===== config.mk =====
export PLATFORM = sky130hd
export DESIGN_NAME = invader_formation_ctrl
export DESIGN_NICKNAME = d
export VERILOG_FILES = /design/src/rtl/space_invaders_pkg.sv /design/src/rtl/formation_extent.sv /design/src/rtl/invader_formation_ctrl.sv
export SDC_FILE = /design/constraint.sdc
export NUM_CORES = 1
export LEC_CHECK = 0
export ABC_CLOCK_PERIOD_IN_PS = 5000
export CORE_MARGIN = 2
export CORE_UTILIZATION = 50
export CTS_CLUSTER_DIAMETER = 120
export DETAILED_ROUTE_END_ITERATION = 16
export PLACE_DENSITY = 0.75
export RECOVER_POWER = 50
export SETUP_SLACK_MARGIN = 0.02
export SLEW_MARGIN = 20
export SYNTH_ARGS = -nofsm -noshare
export SYNTH_HDL_FRONTEND = slang
export SYNTH_SLANG_ARGS = --single-unit

===== constraint.sdc =====
create_clock -name clk -period 5 [get_ports clk]
set_input_delay 1.5 -clock clk [delete_from_list [all_inputs] [get_ports clk]]
set_output_delay 1.5 -clock clk [all_outputs]
set_load 0.005 [all_outputs]

===== src/rtl/space_invaders_pkg.sv =====
// Shared widths and state encoding for the alien formation sequencer.
package space_invaders_pkg;

  localparam int X_W = 10;
  localparam int Y_W = 9;

  typedef enum logic [1:0] {
    IDLE    = 2'd0,
    MARCH   = 2'd1,
    CLEARED = 2'd2,
    LANDED  = 2'd3
  } formation_state_t;

endpackage


===== src/rtl/formation_extent.sv =====
// Reduces the alive mask to the outermost living columns, the lowest living row
// and an any-alive flag, using combinational priority encoders.
module formation_extent #(
  parameter int COLS = 11,
  parameter int ROWS = 5,
  localparam int CW = $clog2(COLS),
  localparam int RW = $clog2(ROWS)
) (
  input  logic [ROWS*COLS-1:0] alive,
  output logic [CW-1:0]        leftcol,
  output logic [CW-1:0]        rightcol,
  output logic [RW-1:0]        botrow,
  output logic                 any_alive
);

  logic [COLS-1:0] colmask_s;
  logic [ROWS-1:0] rowmask_s;

  // Fold the mask onto columns and rows, then priority-encode both ends.
  always_comb begin
    colmask_s = '0;
    rowmask_s = '0;
    for (int r = 0; r < ROWS; r++) begin
      for (int c = 0; c < COLS; c++) begin
        colmask_s[c] = colmask_s[c] | alive[r*COLS+c];
        rowmask_s[r] = rowmask_s[r] | alive[r*COLS+c];
      end
    end
    leftcol  = '0;
    rightcol = '0;
    botrow   = '0;
    for (int c = COLS - 1; c >= 0; c--) begin
      leftcol = colmask_s[c] ? CW'(c) : leftcol;
    end
    for (int c = 0; c < COLS; c++) begin
      rightcol = colmask_s[c] ? CW'(c) : rightcol;
    end
    for (int r = 0; r < ROWS; r++) begin
      botrow = rowmask_s[r] ? RW'(r) : botrow;
    end
    any_alive = |colmask_s;
  end

endmodule


===== src/rtl/invader_formation_ctrl.sv =====
// Alien formation sequencer: marches the formation on frame ticks, descends and
// reverses at screen edges, speeds up as aliens die, flags cleared / landed.
module invader_formation_ctrl
  import space_invaders_pkg::*;
#(
  parameter int COLS        = 11,
  parameter int ROWS        = 5,
  parameter int SPR_W       = 16,
  parameter int SPR_H       = 8,
  parameter int PITCH_X     = 24,
  parameter int PITCH_Y     = 16,
  parameter int STEP_X      = 4,
  parameter int STEP_Y      = 8,
  parameter int START_X     = 32,
  parameter int START_Y     = 48,
  parameter int SCREEN_W    = 640,
  parameter int LAND_Y      = 400,
  parameter int SPEED_SHIFT = 2
) (
  input  logic                              clk,
  input  logic                              reset,
  input  logic                              wave_start,
  input  logic                              frame_tick,
  input  logic                              kill_valid,
  input  logic [2:0]                        kill_row,
  input  logic [3:0]                        kill_col,
  output logic [X_W-1:0]                    origin_x,
  output logic [Y_W-1:0]                    origin_y,
  output logic [ROWS*COLS-1:0]              alive,
  output logic [$clog2(ROWS*COLS+1)-1:0]    alive_count,
  output logic                              anim_frame,
  output logic                              dir_left,
  output logic                              cleared,
  output logic                              landed
);

  localparam int N     = ROWS * COLS;
  localparam int CNT_W = $clog2(N + 1);
  localparam int IW    = $clog2(N);
  localparam int CW    = $clog2(COLS);
  localparam int RW    = $clog2(ROWS);
  localparam int EW    = 11;

  formation_state_t state_q, state_d;
  logic [X_W-1:0]   origin_x_q, origin_x_d;
  logic [Y_W-1:0]   origin_y_q, origin_y_d;
  logic [N-1:0]     alive_q, alive_d;
  logic [CNT_W-1:0] alive_count_q, alive_count_d;
  logic [CNT_W-1:0] tick_cnt_q, tick_cnt_d;
  logic             anim_q, anim_d;
  logic             dir_left_q, dir_left_d;

  logic [CW-1:0]    leftcol_s, rightcol_s;
  logic [RW-1:0]    botrow_s;
  logic             any_alive_s;
  logic [EW-1:0]    x_left_s, x_right_s, y_bot_s;
  logic             hit_s;
  logic [CNT_W-1:0] period_s;
  logic             kill_ok_s;
  logic [IW-1:0]    kill_idx_s;
  logic [N-1:0]     kill_mask_s;

  formation_extent #(.COLS(COLS), .ROWS(ROWS)) u_extent (
    .alive     (alive_q),
    .leftcol   (leftcol_s),
    .rightcol  (rightcol_s),
    .botrow    (botrow_s),
    .any_alive (any_alive_s)
  );

  // Edge/landing geometry, speed period and kill decode from registered state.
  always_comb begin
    x_left_s    = EW'(origin_x_q) + EW'(int'(leftcol_s) * PITCH_X);
    x_right_s   = EW'(origin_x_q) + EW'(int'(rightcol_s) * PITCH_X + SPR_W - 1 + STEP_X);
    y_bot_s     = EW'(origin_y_q) + EW'(int'(botrow_s) * PITCH_Y + SPR_H - 1);
    hit_s       = dir_left_q ? (x_left_s < EW'(STEP_X)) : (x_right_s > EW'(SCREEN_W - 1));
    period_s    = (alive_count_q >> SPEED_SHIFT) + CNT_W'(1);
    kill_ok_s   = kill_valid && (int'(kill_row) < ROWS) && (int'(kill_col) < COLS);
    kill_idx_s  = IW'(int'(kill_row) * COLS + int'(kill_col));
    kill_mask_s = kill_ok_s ? (N'(1) << kill_idx_s) : '0;
  end

  // Next-state: march/kill in MARCH, hold elsewhere, wave_start reloads from anywhere.
  always_comb begin
    state_d       = state_q;
    origin_x_d    = origin_x_q;
    origin_y_d    = origin_y_q;
    alive_d       = alive_q;
    alive_count_d = alive_count_q;
    tick_cnt_d    = tick_cnt_q;
    anim_d        = anim_q;
    dir_left_d    = dir_left_q;
    case (state_q)
      MARCH: begin
        if (!any_alive_s) begin
          state_d = CLEARED;
        end else if (y_bot_s >= EW'(LAND_Y)) begin
          state_d = LANDED;
        end else begin
          state_d = MARCH;
        end
        if ((alive_q & kill_mask_s) != '0) begin
          alive_d       = alive_q & ~kill_mask_s;
          alive_count_d = alive_count_q - CNT_W'(1);
        end else begin
          alive_d       = alive_q;
          alive_count_d = alive_count_q;
        end
        if (frame_tick && (tick_cnt_q + CNT_W'(1) >= period_s)) begin
          tick_cnt_d = '0;
          anim_d     = !anim_q;
          if (hit_s) begin
            origin_y_d = origin_y_q + Y_W'(STEP_Y);
            dir_left_d = !dir_left_q;
          end else if (dir_left_q) begin
            origin_x_d = origin_x_q - X_W'(STEP_X);
          end else begin
            origin_x_d = origin_x_q + X_W'(STEP_X);
          end
        end else if (frame_tick) begin
          tick_cnt_d = tick_cnt_q + CNT_W'(1);
        end else begin
          tick_cnt_d = tick_cnt_q;
        end
      end
      IDLE, CLEARED, LANDED: state_d = state_q;
      default: state_d = IDLE;
    endcase
    if (wave_start) begin
      state_d       = MARCH;
      origin_x_d    = X_W'(START_X);
      origin_y_d    = Y_W'(START_Y);
      alive_d       = '1;
      alive_count_d = CNT_W'(N);
      tick_cnt_d    = '0;
      anim_d        = 1'b0;
      dir_left_d    = 1'b0;
    end else begin
      state_d = state_d;
    end
  end

  // State and formation registers.
  always_ff @(posedge clk) begin
    if (reset) begin
      state_q       <= IDLE;
      origin_x_q    <= X_W'(START_X);
      origin_y_q    <= Y_W'(START_Y);
      alive_q       <= '1;
      alive_count_q <= CNT_W'(N);
      tick_cnt_q    <= '0;
      anim_q        <= 1'b0;
      dir_left_q    <= 1'b0;
    end else begin
      state_q       <= state_d;
      origin_x_q    <= origin_x_d;
      origin_y_q    <= origin_y_d;
      alive_q       <= alive_d;
      alive_count_q <= alive_count_d;
      tick_cnt_q    <= tick_cnt_d;
      anim_q        <= anim_d;
      dir_left_q    <= dir_left_d;
    end
  end

  assign origin_x    = origin_x_q;
  assign origin_y    = origin_y_q;
  assign alive       = alive_q;
  assign alive_count = alive_count_q;
  assign anim_frame  = anim_q;
  assign dir_left    = dir_left_q;
  assign cleared     = (state_q == CLEARED);
  assign landed      = (state_q == LANDED);

endmodule

==> impl_metrics.env, run 1 <==
export IMPL_yosysWarnings=0
export IMPL_slew_headroom=0.368
export IMPL_path_buf_inv=9
export IMPL_io_buffers=90
export IMPL_layout_drive_gt1_share=0.242
export IMPL_crit_slowest_cell="fa_1"
export IMPL_cts_buffer_depth=2
export IMPL_core_region_area_mm2=0.0120
export IMPL_ctsRootBufferMaster="clkbuf_16"
export IMPL_final_max_slew_violation_count=0
export IMPL_num_io_pins=96
export IMPL_critPathMaxFanout=7
export IMPL_yosysTopAreaCell="dfxtp_1"
export IMPL_rsz0062_at_grt="true"
export IMPL_drt_antenna_violating_nets=0
export IMPL_post_dp_hpwl_um=18600
export IMPL_p_leak_nw=3.71
export IMPL_synth_enable_flop_cells=0
export IMPL_netlist_top_cells_area="dfxtp_1 28%, ha_1 11%, nor2_1 5.9%"
export IMPL_via_count=6955
export IMPL_wire_per_inst_um=21.9
export IMPL_critPathKind="in2reg"
export IMPL_p_per_area_mw_per_mm2=265
export IMPL_grt_pass1_wl_um=36700
export IMPL_reg2reg_from="alive[42]$_SDFFE_PP1P_"
export IMPL_yosysSeqAreaShare=0.276
export IMPL_synth_seq_cells=85
export IMPL_status="finished, violations left"
export IMPL_syn_to_final_growth_pct=46.7
export IMPL_antenna_found_initial=0
export IMPL_cts_tree="yes"
export IMPL_start_util=0.513
export IMPL_fp_dieW_um=115
export IMPL_yosysTopAreaCellShare=0.276
export IMPL_min_from="tick_cnt_q[5]$_SDFFE_PP0P_"
export IMPL_maxCapViolCount=0
export IMPL_pre_cts_slack_ns=-0.973
export IMPL_reg2reg_depth=19
export IMPL_wl_um=24600
export IMPL_hold_class="reg2reg"
export IMPL_slowest_delay_ns=0.49
export IMPL_synthArstFlopShare=0
export IMPL_cp_end_kind="register"
export IMPL_synthesis_area_mm2=0.00616
export IMPL_crit_top_cell="buf_6"
export IMPL_cp_required_ns=5.19
export IMPL_ys_flop_type="dfxtp_1"
export IMPL_place_congestion=0.973
export IMPL_grt_util_all_layers=0.364
export IMPL_die_area_mm2=0.0132
export IMPL_die_y_um=115
export IMPL_skew_ns=0.0160
export IMPL_finalHoldViolations=0
export IMPL_fin_util=0.752
export IMPL_grt_pass1_vias=6763
export IMPL_drtIter0Drc=624
export IMPL_grt_max_degree=48
export IMPL_numClockSinks=85
export IMPL_setup_tns_final_ns=-0.794
export IMPL_r2r_slack_ns=0.09
export IMPL_layout_setup_ws_ns=-0.0926
export IMPL_crit_arrival_ns=5.29
export IMPL_dp_cells=1086
export IMPL_tightest_slew_ns=0.945
export IMPL_cts_buffers=9
export IMPL_worstHoldEndpoint="tick_cnt_q[5]$_SDFFE_PP0P_"
export IMPL_cp_top_family="adder cells"
export IMPL_final_common_cell="buf_4"
export IMPL_crit_path_cell_trace="buf_8 -> buf_6 -> ha_4 -> inv_2 -> fa_1 -> inv_2 -> ha_4 -> buf_6 -> xor2_4 -> buf_6 -> nand3_2 -> nor4_2 -> a41oi_2 -> o32ai_2 -> or4_4 -> buf_6 -> nor4_4 -> buf_4 -> nor3_4 -> buf_6 -> a31oi_1"
export IMPL_timing_final_crit_share=1.02
export IMPL_drc_errors=0
export IMPL_clk_pin_slew_ns=0.07
export IMPL_viasPerCell=6.19
export IMPL_rows=40
export IMPL_timing_hold_ws_ns=0.506
export IMPL_synth_cell_types=76
export IMPL_fmax_mhz=196
export IMPL_cts_htree_levels=3
export IMPL_diodes=0
export IMPL_reg2reg_to="origin_y[8]$_SDFFE_PP0P_"
export IMPL_hold_depth=1
export IMPL_crit_path_start_kind="input port"
export IMPL_ir_drop_mv=0.184
export IMPL_cts_hold_buf=0
export IMPL_final_net_count=1048
export IMPL_violations="negative setup slack"
export IMPL_avgSynthCellArea_um2=8.10
export IMPL_setup_violations=24
export IMPL_layout_common_cells="102 x buf_4, 93 x nor2_1, 85 x dfxtp_1"
export IMPL_dr_pass1_iters=6
export IMPL_netlist_instances=760
export IMPL_worstSkewPairLatency_ns=0.36
export IMPL_grt_overflow_total=0
export IMPL_fin_crit_ns=5.09
export IMPL_stdcell_count=1123
## per-stage QoR
stage          instance area [um2]  power [mW]
6_report                      9030        2.40
5_1_grt                       9030        2.48
3_3_place_gp                  8070        1.43
4_1_cts                       8590        2.24
2_1_floorplan                 6260        1.14
3_5_place_dp                  8070        1.43
## timing repair
item                                    in CTS  in global routing
gates cloned                                 0                  2
setup buffers                                8                 11
endpoints found under the setup margin      61                 76
pin swaps                                   20                 29
resized for setup                           46                 82
hold endpoints to repair                     0                  0
## Yosys cell counts, types with 4 or more instances
cell type / instances
nor2_1: 96
dfxtp_1: 85
ha_1: 56
inv_1: 55
nand3_1: 42
a21oi_1: 41
nand2_1: 36
a31oi_1: 26
o21ai_0: 26
nor3_1: 25
a21o_1: 20
xnor2_1: 20
nor4_1: 16
clkbuf_1: 15
mux2i_1: 15
o22a_1: 14
and3_1: 12
buf_2: 9
buf_4: 9
fa_1: 9
nand4_1: 9
nor3b_1: 9
xor2_1: 9
or4_1: 8
nand2b_1: 6
nor2b_1: 6
a41oi_1: 5
o211ai_1: 5
and2_1: 4
mux2_2: 4
nand3b_1: 4
## logic make-up (layout without fill, tap and decap cells)
| group | count (synthesis) | after routing | share of synthesized area |
|---|---|---|---|
| flip-flops | 85 | 85 | 0.276 |
| XOR/XNOR | 31 | 31 | 0.0465 |
| multiplexers | 20 | 20 | 0.0335 |
| other | 1 | 5 | 0.000609 |
| adder cells (fa/ha/maj) | 65 | 65 | 0.143 |
| AO/OA/AOI/OAI | 169 | 170 | 0.184 |
| AND/OR/NAND/NOR | 296 | 296 | 0.249 |
| buffers and inverters | 93 | 304 | 0.0677 |
## power by group
| part | internal [mW] | switching, mW | total [mW] |
|---|---|---|---|
| combinational | 0.477 | 0.516 | 0.993 |
| clock | 0.409 | 0.314 | 0.723 |
| sequential | 0.678 | 0.00233 | 0.680 |
| total | 1.56 | 0.832 | 2.40 |
## registers in the layout, indices dropped and copies added, names as in the netlist
name         count
alive           55
origin_x         8
alive_count      6
origin_y         6
tick_cnt_q       6
state_q          2
anim_frame       1
dir_left         1
## routing by layer
metal,share of wire,up-vias,track usage
li1,-,3162,-
met1,0.39,3345,0.446
met3,0.071,93,0.0580
met2,0.48,355,0.609
met4,0.062,0,0.206
met5,0,-,0
## worst register-to-register path, cell delays in order (launching register included)
cell and delay (ns):
dfxtp_1 0.37, or4_1 0.67, o21ai_0 0.23, a21oi_1 0.08, o21ai_0 0.18, a21oi_1 0.09
o31a_1 0.27, ha_1 0.22, fa_1 0.40, xnor2_1 0.18, ha_1 0.25, nor4b_2 0.29
nand3_1 0.10, nor2_1 0.21, nor2_1 0.14, or3b_2 0.53, nor2_1 0.15, buf_4 0.15
a21oi_1 0.06, a31o_2 0.22
## layout make-up
| cell class | count | area, um2 |
|---|---|---|
| clock buffers | 10 | 239 |
| clock inverters | 6 | 72.6 |
| fillers | 924 | 2980 |
| inverters | 56 | 211 |
| multi-input cells | 587 | 4560 |
| flip-flops and latches | 85 | 1700 |
| well taps | 147 | 184 |
| repair buffers | 232 | 2060 |
## worst max-delay path by stage
stage / startpoint / endpoint / slack (ns) / cells past startpoint
global placement: kill_row[0] / alive[25]$_SDFFE_PP1P_ / -0.90 / 18
floorplan: kill_row[2] / alive_count[5]$_SDFFE_PP1P_ / -0.01 / 17
finish: kill_row[2] / alive[27]$_SDFFE_PP1P_ / -0.09 / 21
detailed placement: kill_row[1] / alive[27]$_SDFFE_PP1P_ / -0.97 / 16
CTS: kill_row[2] / alive_count[4]$_SDFFE_PP1P_ / -0.1 / 15
global route: kill_row[2] / alive_count[3]$_SDFFE_PP0P_ / -0.17 / 17
Note: power is estimated with default switching activity, not from simulation.
==> run 2, diff against run 1 <==
- HOLD_SLACK_MARGIN: default -> 0.05
- SETUP_SLACK_MARGIN: 0.02 -> default
- SLEW_MARGIN: 20 -> 30
==> run 2 against run 1 <==
- the flow still finishes with violations (negative setup slack)
- worst hold slack improved by 0.0021 ns
- sequential share of layout area fell by 0.15 points
- sequential power hardly changed
- register-to-register slack better by 0.09 ns
- total power increased by 1.7%
- clock skew down 0.0039 ns
- first-iteration DRC count grew 15%
- critical endpoint is now alive_count[1]$_SDFFE_PP1P_
==> impl_metrics.env, run 2 (synthesized netlist as in run 1, its figures left out) <==
export IMPL_status="finished, violations left"
export IMPL_violations="negative setup slack"
export IMPL_fin_util=0.758
export IMPL_grt_pass1_wl_um=37100
export IMPL_dr_pass1_iters=5
export IMPL_fp_dieW_um=115
export IMPL_crit_top_cell="buf_6"
export IMPL_r2r_slack_ns=0.18
export IMPL_p_clk_frac=0.300
export IMPL_p_leak_nw=3.70
export IMPL_pwr_share_seq=0.279
export IMPL_start_util=0.513
export IMPL_drt_antenna_violating_nets=0
export IMPL_crit_path_start_kind="input port"
export IMPL_p_per_area_mw_per_mm2=268
export IMPL_wl_met1_um=9440
export IMPL_timing_hold_ws_ns=0.508
export IMPL_hold_class="reg2reg"
export IMPL_rsz0062_at_grt="true"
export IMPL_crit_path_cell_trace="clkbuf_4 -> ha_4 -> ha_1 -> ha_2 -> inv_2 -> fa_2 -> clkinvlp_4 -> and4_1 -> a21oi_2 -> o2111a_1 -> o32ai_1 -> or4_4 -> buf_6 -> buf_6 -> nor4_4 -> buf_4 -> buf_6 -> o21ai_2 -> a21o_1"
export IMPL_num_io_pins=96
export IMPL_maxCapViolCount=0
export IMPL_skew_ns=0.0121
export IMPL_final_net_count=1047
export IMPL_timing_final_crit_share=1.04
export IMPL_slew_headroom=0.496
export IMPL_syn_to_final_growth_pct=47.9
export IMPL_grt_util_all_layers=0.367
export IMPL_wire_per_inst_um=21.8
export IMPL_final_max_slew_violation_count=0
export IMPL_worstSkewPairLatency_ns=0.36
export IMPL_wl_um=24400
export IMPL_post_dp_hpwl_um=18000
export IMPL_rows=40
export IMPL_cts_htree_levels=3
export IMPL_fin_crit_ns=5.22
export IMPL_drc_errors=0
export IMPL_combPwrFrac=0.420
export IMPL_endpoint="alive_count[1]$_SDFFE_PP1P_"
export IMPL_core_region_area_mm2=0.0120
export IMPL_layout_setup_ws_ns=-0.219
export IMPL_layout_drive_gt1_share=0.265
export IMPL_crit_arrival_ns=5.47
export IMPL_critPathKind="in2reg"
export IMPL_reg2reg_depth=22
export IMPL_finalHoldViolations=0
export IMPL_switchingPower_mw=0.843
export IMPL_place_congestion=0.988
export IMPL_crit_slowest_cell="fa_2"
export IMPL_final_common_cell="buf_4"
export IMPL_antenna_found_initial=0
export IMPL_nFillCells=867
export IMPL_clk_pin_slew_ns=0.07
export IMPL_die_area_mm2=0.0132
export IMPL_cp_required_ns=5.25
export IMPL_setup_violations=61
export IMPL_layout_common_cells="113 x buf_4, 91 x nor2_1, 85 x dfxtp_1"
export IMPL_grt_max_degree=38
export IMPL_drtIter0Drc=715
export IMPL_cts_buffer_depth=2
export IMPL_switching_share=0.346
export IMPL_io_buffers=90
export IMPL_ctsRootBufferMaster="clkbuf_16"
export IMPL_viasPerCell=6.26
export IMPL_critPathMaxFanout=9
export IMPL_slowest_delay_ns=0.60
export IMPL_cts_tree="yes"
export IMPL_reg2reg_from="alive[19]$_SDFFE_PP1P_"
export IMPL_wl_met3_um=1990
export IMPL_grt_overflow_total=0
export IMPL_die_y_um=115
export IMPL_grt_pass1_vias=6990
export IMPL_top_layer_used="met4"
export IMPL_largest_reg_flops=55
export IMPL_ir_drop_mv=0.203
export IMPL_p_int_mw=1.59
export IMPL_reg2reg_to="origin_x[5]$_SDFFE_PP1P_"
export IMPL_numClockSinks=85
export IMPL_cts_buffers=9
export IMPL_via_count=7015
export IMPL_cts_hold_buf=0
export IMPL_wl_met2_um=11600
export IMPL_diodes=0
export IMPL_fmax_mhz=192
export IMPL_tightest_slew_ns=0.754
export IMPL_worstSetupStartpoint="kill_row[0]"
export IMPL_cp_end_kind="register"
## run 2: changes by cell type in the layout (fill, tap and decap cells not counted), sizes merged
cell and change:
clkinv -1, clkinvlp +2, or4 +1, bufinv +1, inv -3, buf +4, dlygate4sd3 +6, dlymetal6s2s -1
o21ba -1, clkbuf -5, clkdlybuf4s50 -5
## run 2: how the worst min path moves through the flow
stage / startpoint / to / depth (start not counted)
global route: tick_cnt_q[5]$_SDFFE_PP0P_ / tick_cnt_q[5]$_SDFFE_PP0P_ / 1
global placement: tick_cnt_q[5]$_SDFFE_PP0P_ / tick_cnt_q[5]$_SDFFE_PP0P_ / 1
floorplan: tick_cnt_q[5]$_SDFFE_PP0P_ / tick_cnt_q[5]$_SDFFE_PP0P_ / 1
detailed placement: tick_cnt_q[5]$_SDFFE_PP0P_ / tick_cnt_q[5]$_SDFFE_PP0P_ / 1
finish: tick_cnt_q[5]$_SDFFE_PP0P_ / tick_cnt_q[5]$_SDFFE_PP0P_ / 1
CTS: tick_cnt_q[5]$_SDFFE_PP0P_ / tick_cnt_q[5]$_SDFFE_PP0P_ / 1
## run 2: through the flow
stage	setup slack (ns)	area (um2)	cells	power (mW)	setup TNS (ns)
2_1_floorplan	-0.0333	6240	764	1.14	-0.0333
3_3_place_gp	-0.981	8040	1082	1.44	-55.94
3_5_place_dp	-1.05	8040	1082	1.44	-59.44
4_1_cts	-0.239	8740	1113	2.30	-9.29
5_1_grt	-0.313	9110	1121	2.51	-14.25
6_report	-0.219	9110	1121	2.44	-8.05
## run 2: layout make-up
| type | count | area [um2] | share of cell area |
|---|---|---|---|
| clock buffer | 10 | 229 | 0.0251 |
| clock inverter | 5 | 85.1 | 0.00934 |
| inverter | 56 | 214 | 0.0235 |
| multi-input combinational | 587 | 4630 | 0.509 |
| sequential | 85 | 1700 | 0.187 |
| tap | 147 | 184 | 0.0202 |
| timing repair buffer | 231 | 2060 | 0.226 |
## run 2: routing by layer
layer,vias up,track usage
li1,3163,-
met5,-,0
met3,113,0.0569
met2,381,0.626
met1,3358,0.442
met4,0,0.201
## run 2: repair_timing
action	in CTS	in global routing
setup buffers	14	12
pin swaps	33	46
hold endpoints to repair	0	0
resized for setup	74	67
endpoints found under the setup margin	63	76
cloned	3	0
## run 2: critical path, delay by kind of cell
family	cells	cell delay (ns)
compound gates	5	0.69
buf+inv	7	0.98
fa+ha+maj	4	1.30
simple gates	3	1.00
## run 2: power by group through the flow
stage / Clock (mW) / Sequential [mW] / Combinational [mW]
floorplan: 0 / 0.695 / 0.442
global placement: 0 / 0.696 / 0.740
detailed placement: 0 / 0.696 / 0.741
CTS: 0.729 / 0.681 / 0.895
global route: 0.756 / 0.681 / 1.07
finish: 0.732 / 0.681 / 1.02
